`src/rtl/mem_arbiter.sv`:
```
// mem_arbiter: shares the single dma port between the instruction-fetch path
// and the load/store path. One transaction at a time, req/ready handshake per
// requester, data has priority over fetch.
// Optional build macro ARB_FAIR_EN: after MAX_DATA_STREAK consecutive data
// grants while fetch is waiting, the next grant goes to fetch.
module mem_arbiter #(
    parameter int ADDR_W          = 32,
    parameter int DATA_W          = 32,
    parameter int TIMEOUT         = 1023,
    parameter int MAX_DATA_STREAK = 4
) (
    input  logic              clk,
    input  logic              resetn,
    input  logic              f_req,
    input  logic [ADDR_W-1:0] f_addr,
    output logic              f_ready,
    output logic [DATA_W-1:0] f_rdata,
    input  logic              d_req,
    input  logic              d_we,
    input  logic [3:0]        d_be,
    input  logic [ADDR_W-1:0] d_addr,
    input  logic [DATA_W-1:0] d_wdata,
    output logic              d_ready,
    output logic [DATA_W-1:0] d_rdata,
    output logic [ADDR_W-1:0] dma_addr,
    output logic [DATA_W-1:0] dma_wdata,
    output logic              dma_we,
    output logic [3:0]        dma_be,
    output logic              dma_start,
    input  logic [DATA_W-1:0] dma_rdata,
    input  logic              dma_busy,
    output logic [1:0]        grant,
    output logic              err
);

`ifdef ARB_FAIR_EN
    localparam bit FAIR_EN = 1'b1;
`else
    localparam bit FAIR_EN = 1'b0;
`endif

    localparam int TMO_W    = (TIMEOUT > 1) ? $clog2(TIMEOUT) : 1;
    localparam int STREAK_W = $clog2(MAX_DATA_STREAK + 1);
    localparam logic [TMO_W-1:0]    TMO_LAST   = TMO_W'(TIMEOUT - 1);
    localparam logic [STREAK_W-1:0] STREAK_MAX = STREAK_W'(MAX_DATA_STREAK);
    localparam logic [DATA_W-1:0]   ABORT_WORD = DATA_W'(32'hDEADBEEF);

    typedef enum logic [2:0] {
        IDLE,
        ISSUE,
        WAIT_BUSY,
        WAIT_DONE,
        RESP
    } state_t;

    state_t              state;
    logic [TMO_W-1:0]    tmo_cnt;
    logic                wait_cnt;
    logic [STREAK_W-1:0] streak;

    logic                pick_data;
    logic                complete;
    logic                timed_out;
    logic [DATA_W-1:0]   resp_data;

    // Arbitration choice: data wins unless fetch has waited out a full data streak
    always_comb begin
        pick_data = d_req && !(FAIR_EN && f_req && (streak == STREAK_MAX));
    end

    // Detect end of the current transaction (normal, zero-latency or timeout)
    always_comb begin
        complete  = 1'b0;
        timed_out = 1'b0;
        resp_data = dma_rdata;
        case (state)
            WAIT_BUSY: complete = !dma_busy && wait_cnt;
            WAIT_DONE: begin
                if (!dma_busy) begin
                    complete = 1'b1;
                end else if (tmo_cnt == TMO_LAST) begin
                    complete  = 1'b1;
                    timed_out = 1'b1;
                    resp_data = ABORT_WORD;
                end
            end
            default: ;
        endcase
    end

    // Transaction FSM with registered dma and requester outputs
    always_ff @(posedge clk) begin
        if (!resetn) begin
            state     <= IDLE;
            tmo_cnt   <= '0;
            wait_cnt  <= 1'b0;
            streak    <= '0;
            f_ready   <= 1'b0;
            f_rdata   <= '0;
            d_ready   <= 1'b0;
            d_rdata   <= '0;
            dma_addr  <= '0;
            dma_wdata <= '0;
            dma_we    <= 1'b0;
            dma_be    <= 4'b0000;
            dma_start <= 1'b0;
            grant     <= 2'b00;
            err       <= 1'b0;
        end else begin
            dma_start <= 1'b0;
            f_ready   <= 1'b0;
            d_ready   <= 1'b0;

            case (state)
                IDLE: begin
                    if (!dma_busy && (d_req || f_req)) begin
                        if (pick_data) begin
                            grant     <= 2'b10;
                            dma_addr  <= d_addr;
                            dma_wdata <= d_wdata;
                            dma_we    <= d_we;
                            dma_be    <= d_be;
                            if (FAIR_EN) begin
                                if (!f_req) begin
                                    streak <= '0;
                                end else if (streak != STREAK_MAX) begin
                                    streak <= streak + 1'b1;
                                end
                            end
                        end else begin
                            grant     <= 2'b01;
                            dma_addr  <= f_addr;
                            dma_wdata <= '0;
                            dma_we    <= 1'b0;
                            dma_be    <= 4'b0000;
                            if (FAIR_EN) begin
                                streak <= '0;
                            end
                        end
                        dma_start <= 1'b1;
                        wait_cnt  <= 1'b0;
                        tmo_cnt   <= '0;
                        state     <= ISSUE;
                    end
                end
                ISSUE: begin
                    state <= WAIT_BUSY;
                end
                WAIT_BUSY: begin
                    if (dma_busy) begin
                        state <= WAIT_DONE;
                    end else if (!wait_cnt) begin
                        wait_cnt <= 1'b1;
                    end
                end
                WAIT_DONE: begin
                    if (dma_busy && !timed_out) begin
                        tmo_cnt <= tmo_cnt + 1'b1;
                    end
                end
                RESP: begin
                    grant     <= 2'b00;
                    dma_addr  <= '0;
                    dma_wdata <= '0;
                    dma_we    <= 1'b0;
                    dma_be    <= 4'b0000;
                    state     <= IDLE;
                end
                default: state <= IDLE;
            endcase

            if (timed_out) begin
                err <= 1'b1;
            end

            if (complete) begin
                state <= RESP;
                if (grant == 2'b01) begin
                    f_ready <= 1'b1;
                    f_rdata <= resp_data;
                end else begin
                    d_ready <= 1'b1;
                    if (!dma_we) begin
                        d_rdata <= resp_data;
                    end
                end
            end
        end
    end

endmodule

```
`config.mk`:
```
export PLATFORM = sky130hd
export DESIGN_NAME = mem_arbiter
export DESIGN_NICKNAME = d
export VERILOG_FILES = /design/src/rtl/mem_arbiter.sv
export SDC_FILE = /design/constraint.sdc
export NUM_CORES = 1
export LEC_CHECK = 0
export CAP_MARGIN = 25
export CORE_MARGIN = 5
export CORE_UTILIZATION = 40
export CTS_CLUSTER_SIZE = 12
export DETAILED_ROUTE_END_ITERATION = 10
export PLACE_DENSITY = 0.87
export REMOVE_ABC_BUFFERS = 1
export SLEW_MARGIN = 20
export SYNTH_ARGS = -nofsm -noshare
export SYNTH_HDL_FRONTEND = slang
export SYNTH_SLANG_ARGS = --single-unit
export TNS_END_PERCENT = 20
```
`constraint.sdc`:
```
create_clock -name clk -period 2.85 [get_ports clk]
set_clock_uncertainty 0.05 [all_clocks]
set_input_delay 0.285 -clock clk [delete_from_list [all_inputs] [get_ports clk]]
set_output_delay 0.285 -clock clk [all_outputs]
set_load 0.1 [all_outputs]
```
==> results of run 1 <==
[layout make-up]
| class | instances | area [um2] |
|---|---|---|
| fill | 1277 | 5880 |
| inverter | 4 | 15.0 |
| clock buffer | 18 | 439 |
| sequential | 153 | 3060 |
| clock inverter | 14 | 176 |
| timing repair buffer | 290 | 2540 |
| tap | 188 | 235 |
| multi-input combinational | 420 | 2740 |
[cells in the mapped netlist, drive strengths merged]
library cell	count
nand3	14
o21ba	1
a31oi	2
and2b	1
a221o	7
dfxtp	153
o31ai	1
nor2	78
a31o	1
and4b	1
nand4	2
a21boi	1
nand3b	2
and2	2
nor4b	1
o2111ai	3
nand2	76
and3	12
a21oi	3
o21a	2
o21ai	29
nand2b	2
a211oi	2
a221oi	25
mux2i	69
ha	2
a2111o	3
or2	1
clkbuf	30
a2111oi	4
and4	2
or2b	5
nor3	26
a22oi	38
inv	4
buf	19
nor4	2
[state kept, by name (all words and copies together) (netlist names)]
signal     cells
dma_wdata     32
state          3
d_ready        1
dma_we         1
dma_start      1
err            1
f_rdata       32
wait_cnt       1
grant          2
tmo_cnt       10
dma_addr      32
dma_be         4
d_rdata       32
f_ready        1
[worst max-delay path, stage by stage (launching register included)]
cell and delay [ps]:
dfxtp_1 360, inv_1 90, ha_1 220, nand4_4 150, nor4_4 510, o21ai_4 60, buf_4 300, mux2i_1 190
[path summary, 6_finish.rpt]
kind / startpoint / to / slack [ps] / cells after the start
max: tmo_cnt[0] / f_rdata[2] / 730 / 7
min reg2reg: f_rdata[30] / f_rdata[30] / 410 / 2
min: resetn / d_rdata[26] / 360 / 3
max reg2reg: tmo_cnt[0] / f_rdata[2] / 730 / 7
[routing by layer]
layer  global-route usage, %  share of wire [%]
met5                       0                  0
met1                    23.7                 41
met2                    32.8                 47
met4                    8.34                2.4
met3                    7.33                9.5
[power groups by stage]
stage	Clock, mW	Sequential [mW]	Combinational, mW
after detailed placement	0	2.32	1.29
after CTS	2.39	2.28	1.29
after global routing	2.48	2.29	1.34
after floorplan	0	2.91	0.245
after global placement	0	2.32	1.27
final	2.34	2.28	1.28
[kinds of logic (layout without fill, tap and decap cells)]
kind of cell    count (synthesis)  in the layout
simple gates                  227            227
flops                         153            153
compound gates                122            122
mux                            69             69
buf+inv                        53            326
fa+ha+maj                       2              2
==> out/metrics.yaml, run 1 <==
pwr-share-clk_pct: 39.6
yosys.area.top_type: "dfxtp_1"
synthMuxAreaShare_pct: 11.3
synth_simple_gate_area_share_pct: 17.4
dp_hpwl_um: 13400
drc: 0
area_growth_pct: 50.7
period_minus_slack_ps: 2120
grt_pass1_vias: 5586
vias: 5775
cts_tree: "done"
timing.final.crit_share_pct: 74.5
diodes: 0
post-route-util_pct: 61.1
power_switching_share_pct: 32.6
p_per_area_mw_per_mm2: 641
initialDrtViolationCount: 222
maxSlewHeadroom_pct: 57.3
p_leak_nw: 4.16
ys_seq_area_share_pct: 50.1
start_kind: "flip-flop"
cts.root.buffer_cell: "clkbuf_16"
portBuffers: 276
fmax_ghz: 0.471
place_ws_ps: 637
syn_area_mm2: 0.00611
wl_per_cell_um: 17.1
synth_top_family_by_area: "simple AND/OR/NAND/NOR gates"
setup_tns_ps: 0
coreArea_mm2: 0.0151
grt_start_max_net_pins: 72
post_cts_buffers: 0
postCtsHoldBufs: 0
crit_type: "flip-flop to flip-flop"
mostFrequentLayoutCell: "dfxtp_1"
dp.cells: 1055
grt_pass1_wl_um: 28900
synth.area.top_cells: "dfxtp_1 50%, mux2i_1 11%, nor2_1 4.7%"
hp-class: "primary input to flip-flop"
ant_nets: 0
required_ps: 3070
drive_gt1_share_pct: 22.8
path_max_fanout: 33
die_area_mm2: 0.0179
power_switching_mw: 1.93
status: "completed"
final_hold_viol_count: 0
synth_xor_area_share_pct: 0
synth_compound_area_share_pct: 15.5
hold-worst-slack_ps: 362
clk_latency_ps: 410
finalSetupViolCount: 0
most-common-layout-cells: "153 x dfxtp_1, 150 x buf_4, 136 x clkdlybuf4s50_1, 77 x nor2_1, 76 x nand2_1"
num_io_pins: 277
antenna_found_initial: 0
ys_ff_latch: 153
cts.sinks: 153
max_slew.worst_pin.slew_ps: 636
layout_setup_ws_ps: 728
synthCells: 626
seqPwrFrac_pct: 38.6
overflow: 0
irDropWorstVdd_mv: 0.373
ys_warn_count: 0
firstDrtPassIters: 4
htree_num_levels: 4
syn_area_per_cell_um2: 9.77
p_int_mw: 3.98
die_h_um: 134
clk_path_buf_depth: 2
numCtsBuffers: 17
wl_um: 18600
arrival_ps: 2340
num_rows: 45
placed_area_mm2: 0.00860
path_clk_slew_ps: 70
synth_top_cell_area_share_pct: 50.1
cap_viol_max_count: 0
comb_power_share_pct: 21.8
grt_usage_pct: 20.0
synthAdderAreaFrac_pct: 0.409
gp_congestion: 0.828
cts_resized: 0
p_total_mw: 5.90
final_cells: 1087
start_util_pct: 40.5
design_area_mm2: 0.00921
vias_per_cell: 5.31
rsz0062_at_grt: "no"
crit_path_end_kind: "flip-flop"
drv_slew: 0
layout.nets: 1026
fp.dieW_um: 134
synth_cell_types: 54
Power figures use the tool's default switching activity.
==> run 2, diff against run 1 <==
==> constraint.sdc (replaced) <==
create_clock -name clk -period 2.1 [get_ports clk]
set_clock_uncertainty 0.05 [all_clocks]
set_input_delay 0.21 -clock clk [delete_from_list [all_inputs] [get_ports clk]]
set_output_delay 0.21 -clock clk [all_outputs]
set_load 0.1 [all_outputs]
==> out/metrics.yaml, run 2 (synthesized netlist as in run 1, its figures left out) <==
status: "completed"
dp.cells: 1066  # +1.0%
design_area_mm2: 0.00939  # +1.9%
mostFrequentLayoutCell: "buf_4"
p_total_mw: 8.14  # +38%
start_util_pct: 40.5  # unchanged
firstDrtPassIters: 5  # +1
max_slew.worst_pin.slew_ps: 641  # +5.16 ps
p_per_area_mw_per_mm2: 867  # +35%
timing.final.crit_share_pct: 92.7  # +18 points
initialDrtViolationCount: 353  # +59%
period_minus_slack_ps: 1950  # -177 ps
fp.dieW_um: 134  # unchanged
wl_per_cell_um: 17.2  # +1.0%
coreArea_mm2: 0.0151  # unchanged
crit_type: "flip-flop to flip-flop"
grt_pass1_wl_um: 29800  # +2.9%
drv_slew: 0  # unchanged
most-common-layout-cells: "155 x buf_4, 153 x dfxtp_1, 136 x clkdlybuf4s50_1, 77 x nor2_1, 76 x nand2_1"
htree_num_levels: 4  # unchanged
die_area_mm2: 0.0179  # unchanged
fmax_ghz: 0.514  # +9.1%
num_io_pins: 277  # unchanged
layout.nets: 1037  # +1.1%
path_cells: "ha_1, nand4_4, nor4_4, buf_4, o21ai_4, buf_12, mux2i_1"
clk_latency_ps: 420  # about the same
irDropWorstVdd_mv: 0.591  # +58%
start_kind: "flip-flop"
cap_viol_max_count: 0  # unchanged
max_stage_delay_ps: 420  # -90 ps
layout_setup_ws_ps: 154  # -573 ps
cts_tree: "done"
vias: 5824  # +0.85%
path_max_fanout: 32  # -3.0%
overflow: 0  # unchanged
place_ws_ps: 59.2  # -578 ps
required_ps: 2380  # -690 ps
grt_start_max_net_pins: 111  # +54%
grt_usage_pct: 20.6  # +0.64 points
maxSlewHeadroom_pct: 57.0  # -0.35 points
rsz0062_at_grt: "no"
numCtsBuffers: 17  # unchanged
antenna_found_initial: 0  # unchanged
slowest_stage: "dfxtp_1"
cts.root.buffer_cell: "clkbuf_16"
vias_per_cell: 5.30  # -0.16%
post-route-util_pct: 62.2  # +1.2 points
cts.sinks: 153  # unchanged
drc: 0  # unchanged
final_hold_viol_count: 0  # unchanged
wl_um: 18900  # +2.0%
final_cells: 1098  # +1.0%
path_clk_slew_ps: 60  # about the same
drive_gt1_share_pct: 23.6  # +0.82 points
dp_hpwl_um: 13600  # +1.3%
arrival_ps: 2230  # -110 ps
area_growth_pct: 53.6
grt_pass1_vias: 5698  # +2.0%
hp-class: "primary input to flip-flop"
diodes: 0  # unchanged
finalSetupViolCount: 0  # unchanged
portBuffers: 276  # unchanged
gp_congestion: 0.841  # +1.5%
ant_nets: 0  # unchanged
placed_area_mm2: 0.00876  # +1.8%
crit_path_end_kind: "flip-flop"
die_h_um: 134  # unchanged
num_rows: 45  # unchanged
clk_path_buf_depth: 2  # unchanged
p_leak_nw: 4.26  # +2.3%
postCtsHoldBufs: 0  # unchanged
==> run 2: worst paths after layout <==
| path | depth (start not counted) | endpoint | startpoint | slack (ps) |
|---|---|---|---|---|
| hold reg to reg | 2 | d_rdata[21] | d_rdata[21] | 410 |
| setup / recovery | 7 | d_rdata[16] | tmo_cnt[1] | 150 |
| hold / removal | 4 | wait_cnt | resetn | 220 |
| setup reg to reg | 7 | d_rdata[16] | tmo_cnt[1] | 150 |
==> run 2: final cells by class <==
class                   count  area, um2
clock buffers              21        470
multi-input cells         420       2750
flip-flops and latches    153       3060
well taps                 188        235
fillers                  1193       5700
clock inverters            11        156
repair buffers            301       2700
inverters                   4       15.0
==> run 2: routing by layer <==
| metal | global-route usage, % | wire [um] | up-vias |
|---|---|---|---|
| li1 | - | - | 2792 |
| met2 | 33.4 | 9050 | 271 |
| met5 | 0 | 0 | - |
| met1 | 24.4 | 7360 | 2732 |
| met4 | 8.06 | 497 | 0 |
| met3 | 8.57 | 2030 | 29 |
==> run 2: critical path: cells and delay by family, from the launching register on <==
| kind | cells | cell delay [ps] |
|---|---|---|
| simple gates | 2 | 420 |
| compound gates | 1 | 60 |
| flops | 1 | 420 |
| mux | 1 | 230 |
| buf+inv | 2 | 380 |
| fa+ha+maj | 1 | 270 |
==> run 2: metrics by stage <==
stage	hold slack [ps]	TNS [ps]
floorplan	277	-72800
finish	218	0
global route	238	0
global placement	395	-55.0
detailed placement	402	0
CTS	195	0
==> run 2: report_power, final <==
part | internal [mW] | leakage, nW | switching (mW)
Sequential | 3.02 | 1.24 | 0.0737
Combinational | 0.570 | 2.70 | 1.23
Clock | 1.99 | 0.309 | 1.26
==> run 2: timing repair <==
action,CTS,global route
setup endpoints to repair,0,1
buffers inserted,0,0
gates resized for setup,0,1
==> run 3, diff against run 2 <==
--- a/config.mk
+++ b/config.mk
@@ -11,6 +11,7 @@
 export CTS_CLUSTER_SIZE = 12
 export DETAILED_ROUTE_END_ITERATION = 10
 export PLACE_DENSITY = 0.87
+export RECOVER_POWER = 100
 export REMOVE_ABC_BUFFERS = 1
 export SLEW_MARGIN = 20
 export SYNTH_ARGS = -nofsm -noshare
==> out/metrics.yaml, run 3 (synthesized netlist as in run 1, its figures left out) <==
initialDrtViolationCount: 348  # -1.4%
cts.root.buffer_cell: "clkbuf_16"
grt_usage_pct: 20.6  # unchanged
area_growth_pct: 47.2
design_area_mm2: 0.00900  # -4.2%
path_cells: "ha_1, nand4_4, nor4_4, buf_4, o21ai_1, buf_12, mux2i_1"
crit_path_end_kind: "flip-flop"
numCtsBuffers: 17  # unchanged
period_minus_slack_ps: 1950  # +2.78 ps
path_max_fanout: 32  # unchanged
arrival_ps: 2230  # about the same
dp.cells: 1066  # unchanged
firstDrtPassIters: 5  # unchanged
diodes: 0  # unchanged
clk_path_buf_depth: 2  # unchanged
slowest_stage: "dfxtp_1"
dp_hpwl_um: 13600  # unchanged
num_rows: 45  # unchanged
htree_num_levels: 4  # unchanged
drive_gt1_share_pct: 23.2  # -0.44 points
fmax_ghz: 0.513  # -0.14%
wl_per_cell_um: 17.2  # -0.22%
max_slew.worst_pin.slew_ps: 646  # +4.57 ps
mostFrequentLayoutCell: "dfxtp_1"
most-common-layout-cells: "153 x dfxtp_1, 140 x clkbuf_2, 136 x clkdlybuf4s50_1, 77 x nor2_1, 76 x nand2_1"
overflow: 0  # unchanged
required_ps: 2380  # about the same
drv_slew: 0  # unchanged
start_util_pct: 40.5  # unchanged
grt_pass1_wl_um: 29800  # unchanged
p_per_area_mw_per_mm2: 895  # +3.2%
placed_area_mm2: 0.00876  # unchanged
antenna_found_initial: 0  # unchanged
crit_type: "flip-flop to flip-flop"
die_h_um: 134  # unchanged
hp-class: "primary input to flip-flop"
coreArea_mm2: 0.0151  # unchanged
finalSetupViolCount: 0  # unchanged
layout.nets: 1037  # unchanged
die_area_mm2: 0.0179  # unchanged
gp_congestion: 0.841  # unchanged
ant_nets: 0  # unchanged
vias_per_cell: 5.29  # -0.24%
p_leak_nw: 4.14  # -2.8%
status: "completed"
wl_um: 18900  # -0.22%
cap_viol_max_count: 0  # unchanged
start_kind: "flip-flop"
final_cells: 1098  # unchanged
vias: 5810  # -0.24%
fp.dieW_um: 134  # unchanged
max_stage_delay_ps: 420  # about the same
path_clk_slew_ps: 60  # about the same
grt_pass1_vias: 5698  # unchanged
clk_latency_ps: 410  # about the same
grt_start_max_net_pins: 111  # unchanged
cts_tree: "done"
postCtsHoldBufs: 0  # unchanged
maxSlewHeadroom_pct: 56.7  # -0.31 points
final_hold_viol_count: 0  # unchanged
num_io_pins: 277  # unchanged
cts.sinks: 153  # unchanged
rsz0062_at_grt: "no"
drc: 0  # unchanged
portBuffers: 276  # unchanged
irDropWorstVdd_mv: 0.593  # +0.32%
timing.final.crit_share_pct: 92.8  # +0.13 points
==> run 3: cell types whose count changed in the layout (fill, tap and decap cells not counted), moves of 2 or more <==
cell | previous run | this run
buf_4 | 155 | 13
clkbuf_2 | 0 | 140
a2111oi_0 | 1 | 4
o21ai_4 | 3 | 0
a2111oi_1 | 2 | 0
o21ai_1 | 2 | 4
==> run 3: layout make-up <==
cell class / instances / area (um2)
Fill cell: 1292 / 6090
Sequential cell: 153 / 3060
Multi-Input combinational cell: 420 / 2710
Timing Repair Buffer: 301 / 2350
Clock buffer: 21 / 470
Tap cell: 188 / 235
Clock inverter: 11 / 156
Inverter: 4 / 15.0
==> run 3: final timing paths <==
check                   start           to  slack, ps  cells past startpoint
setup / recovery   tmo_cnt[1]  d_rdata[16]        150                      7
hold / removal         resetn     wait_cnt        220                      4
setup reg to reg   tmo_cnt[1]  d_rdata[16]        150                      7
hold reg to reg   d_rdata[21]  d_rdata[21]        410                      2
==> run 3: per-layer routing <==
metal / vias up / wire [um] / global-route usage, %
met2: 254 / 9060 / 33.4
met5: - / 0 / 0
met4: 0 / 501 / 8.06
met1: 2730 / 7410 / 24.4
li1: 2796 / - / -
met3: 30 / 1920 / 8.57
==> run 3: repair_timing <==
action / CTS / global route
hold endpoints to repair: 0 / 0
setup buffers: 0 / 0
gates resized for setup: 0 / 1
setup endpoints to repair: 0 / 1
==> run 3: critical path: cells and delay by family, from the launching register on <==
family	cells	cell delay, ps
AO/OA/AOI/OAI	1	90
flip-flops	1	420
adder cells (fa/ha/maj)	1	270
buffers and inverters	2	370
multiplexers	1	230
AND/OR/NAND/NOR	2	420
==> run 3: power breakdown <==
group          internal [mW]  switching, mW
logic                  0.497           1.22
registers               3.02         0.0711
clock network           1.99           1.25
total                   5.51           2.55
==> run 3: metrics by stage <==
stage	util (%)	power [mW]	TNS [ps]	setup WS (ps)	hold WS, ps
global placement	58.0	4.92	-55.0	-18.9	395
detailed placement	58.0	4.94	0	59.2	402
finish	59.6	8.05	0	152	218
CTS	62.2	8.20	0	139	195
floorplan	-	4.28	-72800	-1120	277
global route	59.6	8.34	0	25.4	238
